[src/rtl/system_exec_ctrl.sv]
// RV32I SYSTEM instruction sequencer: ECALL/EBREAK traps and CSR read-modify-write over a
// req/ack port. Define SYSEXEC_TIMEOUT_EN to add a CSR ack timeout that traps as illegal.

package system_exec_pkg;
    typedef enum logic [3:0] {
        sysk_invalid,
        sysk_ecall,
        sysk_ebreak,
        sysk_csrrw,
        sysk_csrrs,
        sysk_csrrc,
        sysk_csrrwi,
        sysk_csrrsi,
        sysk_csrrci
    } system_kind_t;
endpackage

module system_exec_ctrl
    import system_exec_pkg::*;
#(
    parameter int unsigned XLEN           = 32,
    parameter int unsigned TIMEOUT_CYCLES = 16
) (
    input  logic              clk,
    input  logic              rst,
    input  logic              in_valid,
    output logic              in_ready,
    input  system_kind_t      in_kind,
    input  logic [11:0]       in_csr_addr,
    input  logic [4:0]        in_rs1_idx,
    input  logic [XLEN-1:0]   in_rs1_val,
    input  logic [4:0]        in_rd_idx,
    input  logic [XLEN-1:0]   in_pc,
    output logic              csr_req,
    output logic              csr_we,
    output logic [11:0]       csr_addr,
    output logic [XLEN-1:0]   csr_wdata,
    input  logic [XLEN-1:0]   csr_rdata,
    input  logic              csr_ack,
    output logic              wb_valid,
    output logic [4:0]        wb_rd,
    output logic [XLEN-1:0]   wb_data,
    output logic              trap_valid,
    output logic [3:0]        trap_cause,
    output logic [XLEN-1:0]   trap_epc,
    output logic              done
);

    typedef enum logic [2:0] {StIdle, StRead, StWrite, StResp, StTrap} state_e;

    localparam logic [3:0] CauseIllegal = 4'd2;
    localparam logic [3:0] CauseBreak   = 4'd3;
    localparam logic [3:0] CauseEcallM  = 4'd11;

    state_e            state_q, state_d;
    logic              in_ready_q, in_ready_d;
    logic              csr_req_q, csr_req_d;
    logic              csr_we_q, csr_we_d;
    logic [11:0]       csr_addr_q, csr_addr_d;
    logic [XLEN-1:0]   csr_wdata_q, csr_wdata_d;
    logic              wb_valid_q, wb_valid_d;
    logic [4:0]        wb_rd_q, wb_rd_d;
    logic [XLEN-1:0]   wb_data_q, wb_data_d;
    logic              trap_valid_q, trap_valid_d;
    logic [3:0]        trap_cause_q, trap_cause_d;
    logic [XLEN-1:0]   trap_epc_q, trap_epc_d;
    logic              done_q, done_d;
    system_kind_t      kind_q, kind_d;
    logic [XLEN-1:0]   src_q, src_d;
    logic              do_read_q, do_read_d;
    logic              do_write_q, do_write_d;
    logic [4:0]        rd_q, rd_d;
    logic [XLEN-1:0]   pc_q, pc_d;
    logic [XLEN-1:0]   old_q, old_d;

    logic              timeout_hit;

    // Decode of the presented instruction, only consumed on accept.
    logic              acc_imm, acc_rw, acc_read, acc_write, acc_ro, acc_csr;
    logic [XLEN-1:0]   acc_src;

    always_comb begin
        acc_imm   = (in_kind == sysk_csrrwi) || (in_kind == sysk_csrrsi) ||
                    (in_kind == sysk_csrrci);
        acc_rw    = (in_kind == sysk_csrrw) || (in_kind == sysk_csrrwi);
        acc_csr   = acc_imm || acc_rw || (in_kind == sysk_csrrs) || (in_kind == sysk_csrrc);
        acc_src   = acc_imm ? {{(XLEN-5){1'b0}}, in_rs1_idx} : in_rs1_val;
        acc_read  = !(acc_rw && (in_rd_idx == 5'd0));
        acc_write = acc_rw || (in_rs1_idx != 5'd0);
        acc_ro    = acc_write && (in_csr_addr[11:10] == 2'b11);
    end

    function automatic logic [XLEN-1:0] merge_wdata(input system_kind_t k,
                                                    input logic [XLEN-1:0] old,
                                                    input logic [XLEN-1:0] src);
        logic [XLEN-1:0] r;
        r = src;
        if ((k == sysk_csrrs) || (k == sysk_csrrsi)) begin
            r = old | src;
        end else if ((k == sysk_csrrc) || (k == sysk_csrrci)) begin
            r = old & ~src;
        end
        return r;
    endfunction

`ifdef SYSEXEC_TIMEOUT_EN
    localparam int unsigned CntW = $clog2(TIMEOUT_CYCLES + 1);

    logic [CntW-1:0] cnt_q, cnt_d;
    logic            in_access;

    // Counter restarts whenever an access phase is (re)entered or acked.
    always_comb begin
        in_access   = (state_q == StRead) || (state_q == StWrite);
        cnt_d       = '0;
        if (in_access && !csr_ack) begin
            cnt_d = cnt_q + 1'b1;
        end
        timeout_hit = in_access && !csr_ack && (cnt_q == CntW'(TIMEOUT_CYCLES - 1));
    end

    always_ff @(posedge clk) begin
        if (!rst) begin
            cnt_q <= '0;
        end else begin
            cnt_q <= cnt_d;
        end
    end
`else
    logic unused_timeout_cfg;
    assign unused_timeout_cfg = ^TIMEOUT_CYCLES;
    assign timeout_hit        = 1'b0;
`endif

    always_comb begin
        state_d      = state_q;
        in_ready_d   = in_ready_q;
        csr_req_d    = csr_req_q;
        csr_we_d     = csr_we_q;
        csr_addr_d   = csr_addr_q;
        csr_wdata_d  = csr_wdata_q;
        wb_valid_d   = 1'b0;
        wb_rd_d      = wb_rd_q;
        wb_data_d    = wb_data_q;
        trap_valid_d = 1'b0;
        trap_cause_d = trap_cause_q;
        trap_epc_d   = trap_epc_q;
        done_d       = 1'b0;
        kind_d       = kind_q;
        src_d        = src_q;
        do_read_d    = do_read_q;
        do_write_d   = do_write_q;
        rd_d         = rd_q;
        pc_d         = pc_q;
        old_d        = old_q;

        unique case (state_q)
            StIdle: begin
                if (in_valid && in_ready_q) begin
                    in_ready_d = 1'b0;
                    kind_d     = in_kind;
                    src_d      = acc_src;
                    do_read_d  = acc_read;
                    do_write_d = acc_write;
                    rd_d       = in_rd_idx;
                    pc_d       = in_pc;
                    if ((in_kind == sysk_ecall) || (in_kind == sysk_ebreak) ||
                        !acc_csr || acc_ro) begin
                        state_d      = StTrap;
                        trap_valid_d = 1'b1;
                        trap_epc_d   = in_pc;
                        done_d       = 1'b1;
                        if (in_kind == sysk_ecall) begin
                            trap_cause_d = CauseEcallM;
                        end else if (in_kind == sysk_ebreak) begin
                            trap_cause_d = CauseBreak;
                        end else begin
                            trap_cause_d = CauseIllegal;
                        end
                    end else if (acc_read) begin
                        state_d    = StRead;
                        csr_req_d  = 1'b1;
                        csr_we_d   = 1'b0;
                        csr_addr_d = in_csr_addr;
                    end else begin
                        // csrrw/csrrwi with rd=x0: write-only, no read side effects
                        state_d     = StWrite;
                        csr_req_d   = 1'b1;
                        csr_we_d    = 1'b1;
                        csr_addr_d  = in_csr_addr;
                        csr_wdata_d = acc_src;
                    end
                end
            end
            StRead, StWrite: begin
                if (csr_ack) begin
                    if ((state_q == StRead) && do_write_q) begin
                        state_d     = StWrite;
                        old_d       = csr_rdata;
                        csr_we_d    = 1'b1;
                        csr_wdata_d = merge_wdata(kind_q, csr_rdata, src_q);
                    end else begin
                        state_d    = StResp;
                        csr_req_d  = 1'b0;
                        csr_we_d   = 1'b0;
                        wb_valid_d = do_read_q && (rd_q != 5'd0);
                        wb_rd_d    = rd_q;
                        wb_data_d  = (state_q == StRead) ? csr_rdata : old_q;
                        done_d     = 1'b1;
                        if (state_q == StRead) begin
                            old_d = csr_rdata;
                        end
                    end
                end else if (timeout_hit) begin
                    state_d      = StTrap;
                    csr_req_d    = 1'b0;
                    csr_we_d     = 1'b0;
                    trap_valid_d = 1'b1;
                    trap_cause_d = CauseIllegal;
                    trap_epc_d   = pc_q;
                    done_d       = 1'b1;
                end
            end
            StResp, StTrap: begin
                state_d    = StIdle;
                in_ready_d = 1'b1;
            end
            default: begin
                state_d    = StIdle;
                in_ready_d = 1'b1;
                csr_req_d  = 1'b0;
                csr_we_d   = 1'b0;
            end
        endcase
    end

    always_ff @(posedge clk) begin
        if (!rst) begin
            state_q      <= StIdle;
            in_ready_q   <= 1'b1;
            csr_req_q    <= 1'b0;
            csr_we_q     <= 1'b0;
            csr_addr_q   <= '0;
            csr_wdata_q  <= '0;
            wb_valid_q   <= 1'b0;
            wb_rd_q      <= '0;
            wb_data_q    <= '0;
            trap_valid_q <= 1'b0;
            trap_cause_q <= '0;
            trap_epc_q   <= '0;
            done_q       <= 1'b0;
            kind_q       <= sysk_invalid;
            src_q        <= '0;
            do_read_q    <= 1'b0;
            do_write_q   <= 1'b0;
            rd_q         <= '0;
            pc_q         <= '0;
            old_q        <= '0;
        end else begin
            state_q      <= state_d;
            in_ready_q   <= in_ready_d;
            csr_req_q    <= csr_req_d;
            csr_we_q     <= csr_we_d;
            csr_addr_q   <= csr_addr_d;
            csr_wdata_q  <= csr_wdata_d;
            wb_valid_q   <= wb_valid_d;
            wb_rd_q      <= wb_rd_d;
            wb_data_q    <= wb_data_d;
            trap_valid_q <= trap_valid_d;
            trap_cause_q <= trap_cause_d;
            trap_epc_q   <= trap_epc_d;
            done_q       <= done_d;
            kind_q       <= kind_d;
            src_q        <= src_d;
            do_read_q    <= do_read_d;
            do_write_q   <= do_write_d;
            rd_q         <= rd_d;
            pc_q         <= pc_d;
            old_q        <= old_d;
        end
    end

    assign in_ready   = in_ready_q;
    assign csr_req    = csr_req_q;
    assign csr_we     = csr_we_q;
    assign csr_addr   = csr_addr_q;
    assign csr_wdata  = csr_wdata_q;
    assign wb_valid   = wb_valid_q;
    assign wb_rd      = wb_rd_q;
    assign wb_data    = wb_data_q;
    assign trap_valid = trap_valid_q;
    assign trap_cause = trap_cause_q;
    assign trap_epc   = trap_epc_q;
    assign done       = done_q;

endmodule

[config.mk]
export PLATFORM = sky130hd
export DESIGN_NAME = system_exec_ctrl
export DESIGN_NICKNAME = d
export VERILOG_FILES = /design/src/rtl/system_exec_ctrl.sv
export SDC_FILE = /design/constraint.sdc
export NUM_CORES = 1
export LEC_CHECK = 0
export CAP_MARGIN = 5
export CORE_UTILIZATION = 45
export CTS_BUF_LIST = sky130_fd_sc_hd__clkbuf_8
export DETAILED_ROUTE_END_ITERATION = 8
export HOLD_SLACK_MARGIN = 0.15
export PLACE_DENSITY = 0.78
export SLEW_MARGIN = 30
export SYNTH_ARGS = -nofsm -noshare
export SYNTH_HDL_FRONTEND = slang
export SYNTH_SLANG_ARGS = --single-unit
[constraint.sdc]
create_clock -name clk -period 2.15 [get_ports clk]
set_clock_uncertainty 0.05 [all_clocks]
set_input_delay 0.5375 -clock clk [delete_from_list [all_inputs] [get_ports clk]]
set_output_delay 0.5375 -clock clk [all_outputs]
set_load 0.02 [all_outputs]
Word level (Yosys, flattened, before mapping)
Index checks and enable logic that the tools add are counted. W data, S select, Z words.

Logic and storage cells: 126. Register bits after elaboration: 201. Input port bits: 126. Output and inout port bits: 123.

Multiplexer cells: 37. Bitwise logic cells: 9. Equal/unequal tests: 23. Reductions and logical operators: 38.

Operators by type and width (number): $mux W32 (10); $pmux W32 S2 (1); $and A32 B32 Y32 (1); $not A32 Y32 (1); $or A32 B32 Y32 (1); $eq A4 B3 Y1 const B (7); $mux W1 (16); $logic_or A1 B1 Y1 (12); $ne A2 B2 Y1 const B (6); $reduce_and A2 Y1 (5); $reduce_bool A5 Y1 (2); $mux W3 (3); $reduce_and A3 Y1 (3); $eq A4 B2 Y1 const B (2); $eq A4 B4 Y1 const B (2); $eq A3 B2 Y1 const B (2); $not A1 Y1 (6); $pmux W1 S3 (2); $pmux W3 S2 (1); $reduce_and A6 Y1 (1); $logic_and A1 B1 Y1 (5); $logic_not A5 Y1 (1); $reduce_and A5 Y1 (1); $eq A4 B1 Y1 const B (1); other kinds (12) (15).

Longest topological paths before layout
Depth in word-level cells: 12. Gate-level depth with buffers: 9.

Worst setup path after synthesis
OpenSTA, ideal clock, no wires.

Kind: input-to-reg. Start: in in_kind[0]. End: reg done_q, in the netlist done. Setup slack: -0.117 ns. Library setup time: 0.115 ns. Stages: 9. Arrival: 2.102 ns. Path through: buf_6 or4b_4 buf_6 o21ai_2 o21ai_2 and2_4 buf_6 buf_8 o21a_1.

Longest elaborated chain between the ends: 12. Elaborated cells on any way between the ends: 23.

Ends and longest elaborated chain: start: declaration (line 28) `input system_kind_t in_kind,`; $eq A4 B3 Y1, on equally long branches (line 83, 85); $logic_or A1 B1 Y1 (2 in a row) (line 83) `acc_imm = (in_kind == sysk_csrrwi) || (in_kind == sysk_csrrsi) ||`; $logic_or A1 B1 Y1 (3 in a row) (line 86) `acc_csr = acc_imm || acc_rw || (in_kind == sysk_csrrs) || (in_kind == sysk_csrrc);`; $logic_not A1 Y1 (line 168) `!acc_csr || acc_ro) begin`; $logic_or A1 B1 Y1 (line 167) `if ((in_kind == sysk_ecall) || (in_kind == sysk_ebreak) ||`; $logic_or A1 B1 Y1 * (line 168); $mux W1 * (line 167); $mux W1 * (line 159) `if (in_valid && in_ready_q) begin`; $pmux W1 S2 * (line 157) `unique case (state_q)`; end signal: assignment (line 272) `done_q <= done_d;`; end: declaration (line 67) `logic done_q, done_d;`.

Mark *: on every way between the ends. The rest lies on a longest branch, timed or not. A chain may end at the register's enable or synchronous reset.

Worst setup path in the final report
Start: in in_rs1_idx[3]. End: reg trap_epc_q[8], in the netlist trap_epc[8].

Longest elaborated chain between the ends: 5.

Ends and longest elaborated chain: start: declaration (line 30) `input logic [4:0] in_rs1_idx,`; $reduce_bool A5 Y1 (line 89) `acc_write = acc_rw || (in_rs1_idx != 5'd0);`; $logic_or A1 B1 Y1 (line 89); $logic_and A1 B1 Y1 (line 90) `acc_ro = acc_write && (in_csr_addr[11:10] == 2'b11);`; $logic_or A1 B1 Y1 (line 168); $reduce_and A3 Y1 (no source line); end signal: assignment (line 271) `trap_epc_q <= trap_epc_d;`; end: declaration (line 66) `logic [XLEN-1:0] trap_epc_q, trap_epc_d;`.

No other way between the ends.

==> results.ini <==
[die]
die_w_um=143
io_pins=249
dieArea_mm2=0.0205
core_area_mm2=0.0195
die_h_um=143
initial_core_util=0.460
rows=51

[synth]
synth_compound_area_frac=0.190
synth_cells=1080
synth.distinct_cells=60
ys.warnings.count=0
synth_nets=1206
synth_fa_ha_area_frac=0
ys_seq_elements=200
syn_area_mm2=0.00898
synthMuxAreaShare=0.0914
avgSynthCellArea_um2=8.32
yosysSeqAreaShare=0.446
synth-simple-area-share=0.217
synth_edf_count=0
synth_async_sr_flop_share=0
yosys_most_used_dff=dfxtp_1
synth_top_family_by_area=simple AND/OR/NAND/NOR gates
synth_xor_area_frac=0.00279

[timing]
period_minus_slack_ns=2.14
tns_ns=0
whs_ns=0.408
finalMaxSlewViolations=0
period_share=0.996
tightest_slew_ns=0.609
max_freq_mhz=467
max_slew_margin=0.593
hold_viol_final=0
setup-violations-final=0

[setup_path]
cp_data_required_time_ns=2.49
crit_type=primary input to flop
startpoint_type=primary input
worst_setup_path_end_kind=flop
rrSetupSlack_ns=0.16
crit_fanout=8
arrival_ns=2.48

[grt]
grt_max_degree=84
grt_overflow=0
antenna_found_initial=0
grt_pass1_wl_mm=41.6
first_global_vias=7961
grt_usage=0.259

[cells_and_area]
antenna_cells=0
multi_input_area_mm2=0.00460
drive_gt1_frac=0.105
postLayoutCellArea_mm2=0.0127
seq_area_mm2=0.00401
fill_cells=1635
final_nets=1462
fin_util=0.650
syn_to_final_growth_pct=41.4

[clock_tree]
cts_tree=done
clk-insertion-delay-late_ns=0.50
cts_made_buffers=17
holdBufCountCts=0
htree_num_levels=4
numClockSinks=200
cts_root_buf=clkbuf_8
clk_pin_slew_ns=0.11
cts_buffer_depth=2

[routing]
num_vias=8573
firstDrtPassIters=5
drt_first_iter_violations=588
drt-vias-per-instance=5.31
drt-wirelength-per-cell_um=16.3
ant_nets=0
drc=0
totalWireLength_mm=26.4

[place]
place_congestion=0.840
io_buffers=247
dp_hpwl_mm=18.4
placed_cell_area_mm2=0.0122

[power_and_ir_drop]
power_density_mw_per_mm2=913
vdd_ir_drop_max_mv=0.524
p_leak_uw=0.00449
p_total_uw=11600

[run]
drv_cap=0

[hold_path]
hp-class=flop to flop

[status]
status=completed

critical path, cell delays in order:
cell	delay, ns
clkdlybuf4s50_1	0.42
or4_4	0.55
a211oi_4	0.30
o21ai_4	0.10
and2_4	0.23
buf_12	0.16
mux2i_4	0.18
Yosys cell counts (5+ instances only):
cell type | n | share of area
clkbuf_1 | 59 | 0.025
nand2b_1 | 6 | 0.0042
nand3b_1 | 29 | 0.024
o221ai_1 | 5 | 0.0049
nor2b_1 | 8 | 0.0056
o22ai_1 | 26 | 0.018
nand3_1 | 29 | 0.016
nand2_1 | 279 | 0.12
o21a_1 | 14 | 0.012
a211oi_1 | 38 | 0.032
nor3b_1 | 9 | 0.0075
o21ai_0 | 16 | 0.0089
mux2i_1 | 82 | 0.091
a21oi_1 | 117 | 0.065
buf_2 | 26 | 0.014
a31o_1 | 25 | 0.024
nor2_1 | 44 | 0.018
a2bb2oi_1 | 5 | 0.0049
dfxtp_1 | 200 | 0.45
repair_timing:
item                       4_1_cts  5_1_grt
resized for setup                1       16
cloned                           0        1
pin swaps                        1        4
setup endpoints to repair       11       92
buffers inserted                 1        1
registers in the layout, indices dropped and copies added (netlist names), 3 cells and up:
| name | flops |
|---|---|
| csr_addr | 12 |
| csr_wdata | 32 |
| kind_q | 4 |
| old_q | 32 |
| rd_q | 5 |
| src_q | 32 |
| state_q | 3 |
| trap_cause | 3 |
| trap_epc | 32 |
| wb_data | 32 |
| wb_rd | 5 |
cell families after synthesis:
kind of cell / Yosys count
buffers and inverters: 97
other: 1
flip-flops: 200
XOR/XNOR: 2
AND/OR/NAND/NOR: 432
AO/OA/AOI/OAI: 266
multiplexers: 82
per-layer routing:
metal / vias up / track usage / wire, µm
li1: 4274 / - / -
met1: 3989 / 0.343 / 11800
met2: 258 / 0.418 / 12400
met3: 52 / 0.0413 / 1350
met4: 0 / 0.110 / 784
met5: - / 0 / 0
where the power goes:
| part | internal (µW) | leakage [µW] | switching, µW |
|---|---|---|---|
| clock | 904 | 0.000211 | 1590 |
| sequential | 4210 | 0.00163 | 318 |
| combinational | 2180 | 0.00265 | 2400 |
| total | 7290 | 0.00449 | 4300 |
metrics by stage:
| stage | setup slack [ns] | instances |
|---|---|---|
| 3_5_place_dp | -0.589 | 1579 |
| 2_1_floorplan | -0.0361 | 1080 |
| 3_3_place_gp | -0.804 | 1577 |
| 4_1_cts | 0.00598 | 1612 |
| 5_1_grt | -0.0241 | 1614 |
| 6_report | 0.00763 | 1614 |
cell usage in the layout, fill, tap and decap left out, drive strengths merged, types with 7 or more instances in the layout:
cell,synthesis,routed
nand2,279,279
clkdlybuf4s50,0,236
dfxtp,200,200
a21oi,118,118
buf,36,85
mux2i,82,82
nor2,44,44
a211oi,39,39
nand3,30,30
nand3b,29,29
o22ai,26,26
a31o,26,26
o21ai,21,21
clkbuf,59,18
o21a,14,14
clkinv,0,10
dlymetal6s2s,0,9
nor3b,9,9
nor2b,8,8
inv,2,7
layout make-up:
type	instances	area share
flip-flops and latches	200	0.315
well taps	265	0.0261
clock buffers	17	0.0184
repair buffers	332	0.262
multi-input cells	783	0.362
clock inverters	15	0.0155
inverters	2	0.000788
path summary, 6_finish.rpt:
path / depth (start not counted) / startpoint / to
hold reg to reg: 2 / wb_rd[3] / wb_rd[3]
setup reg to reg: 6 / state_q[1] / wb_data[9]
hold / removal: 2 / wb_rd[3] / wb_rd[3]
setup / recovery: 7 / in_rs1_idx[3] / trap_epc[8]
Note: power is estimated with default switching activity, not from simulation.
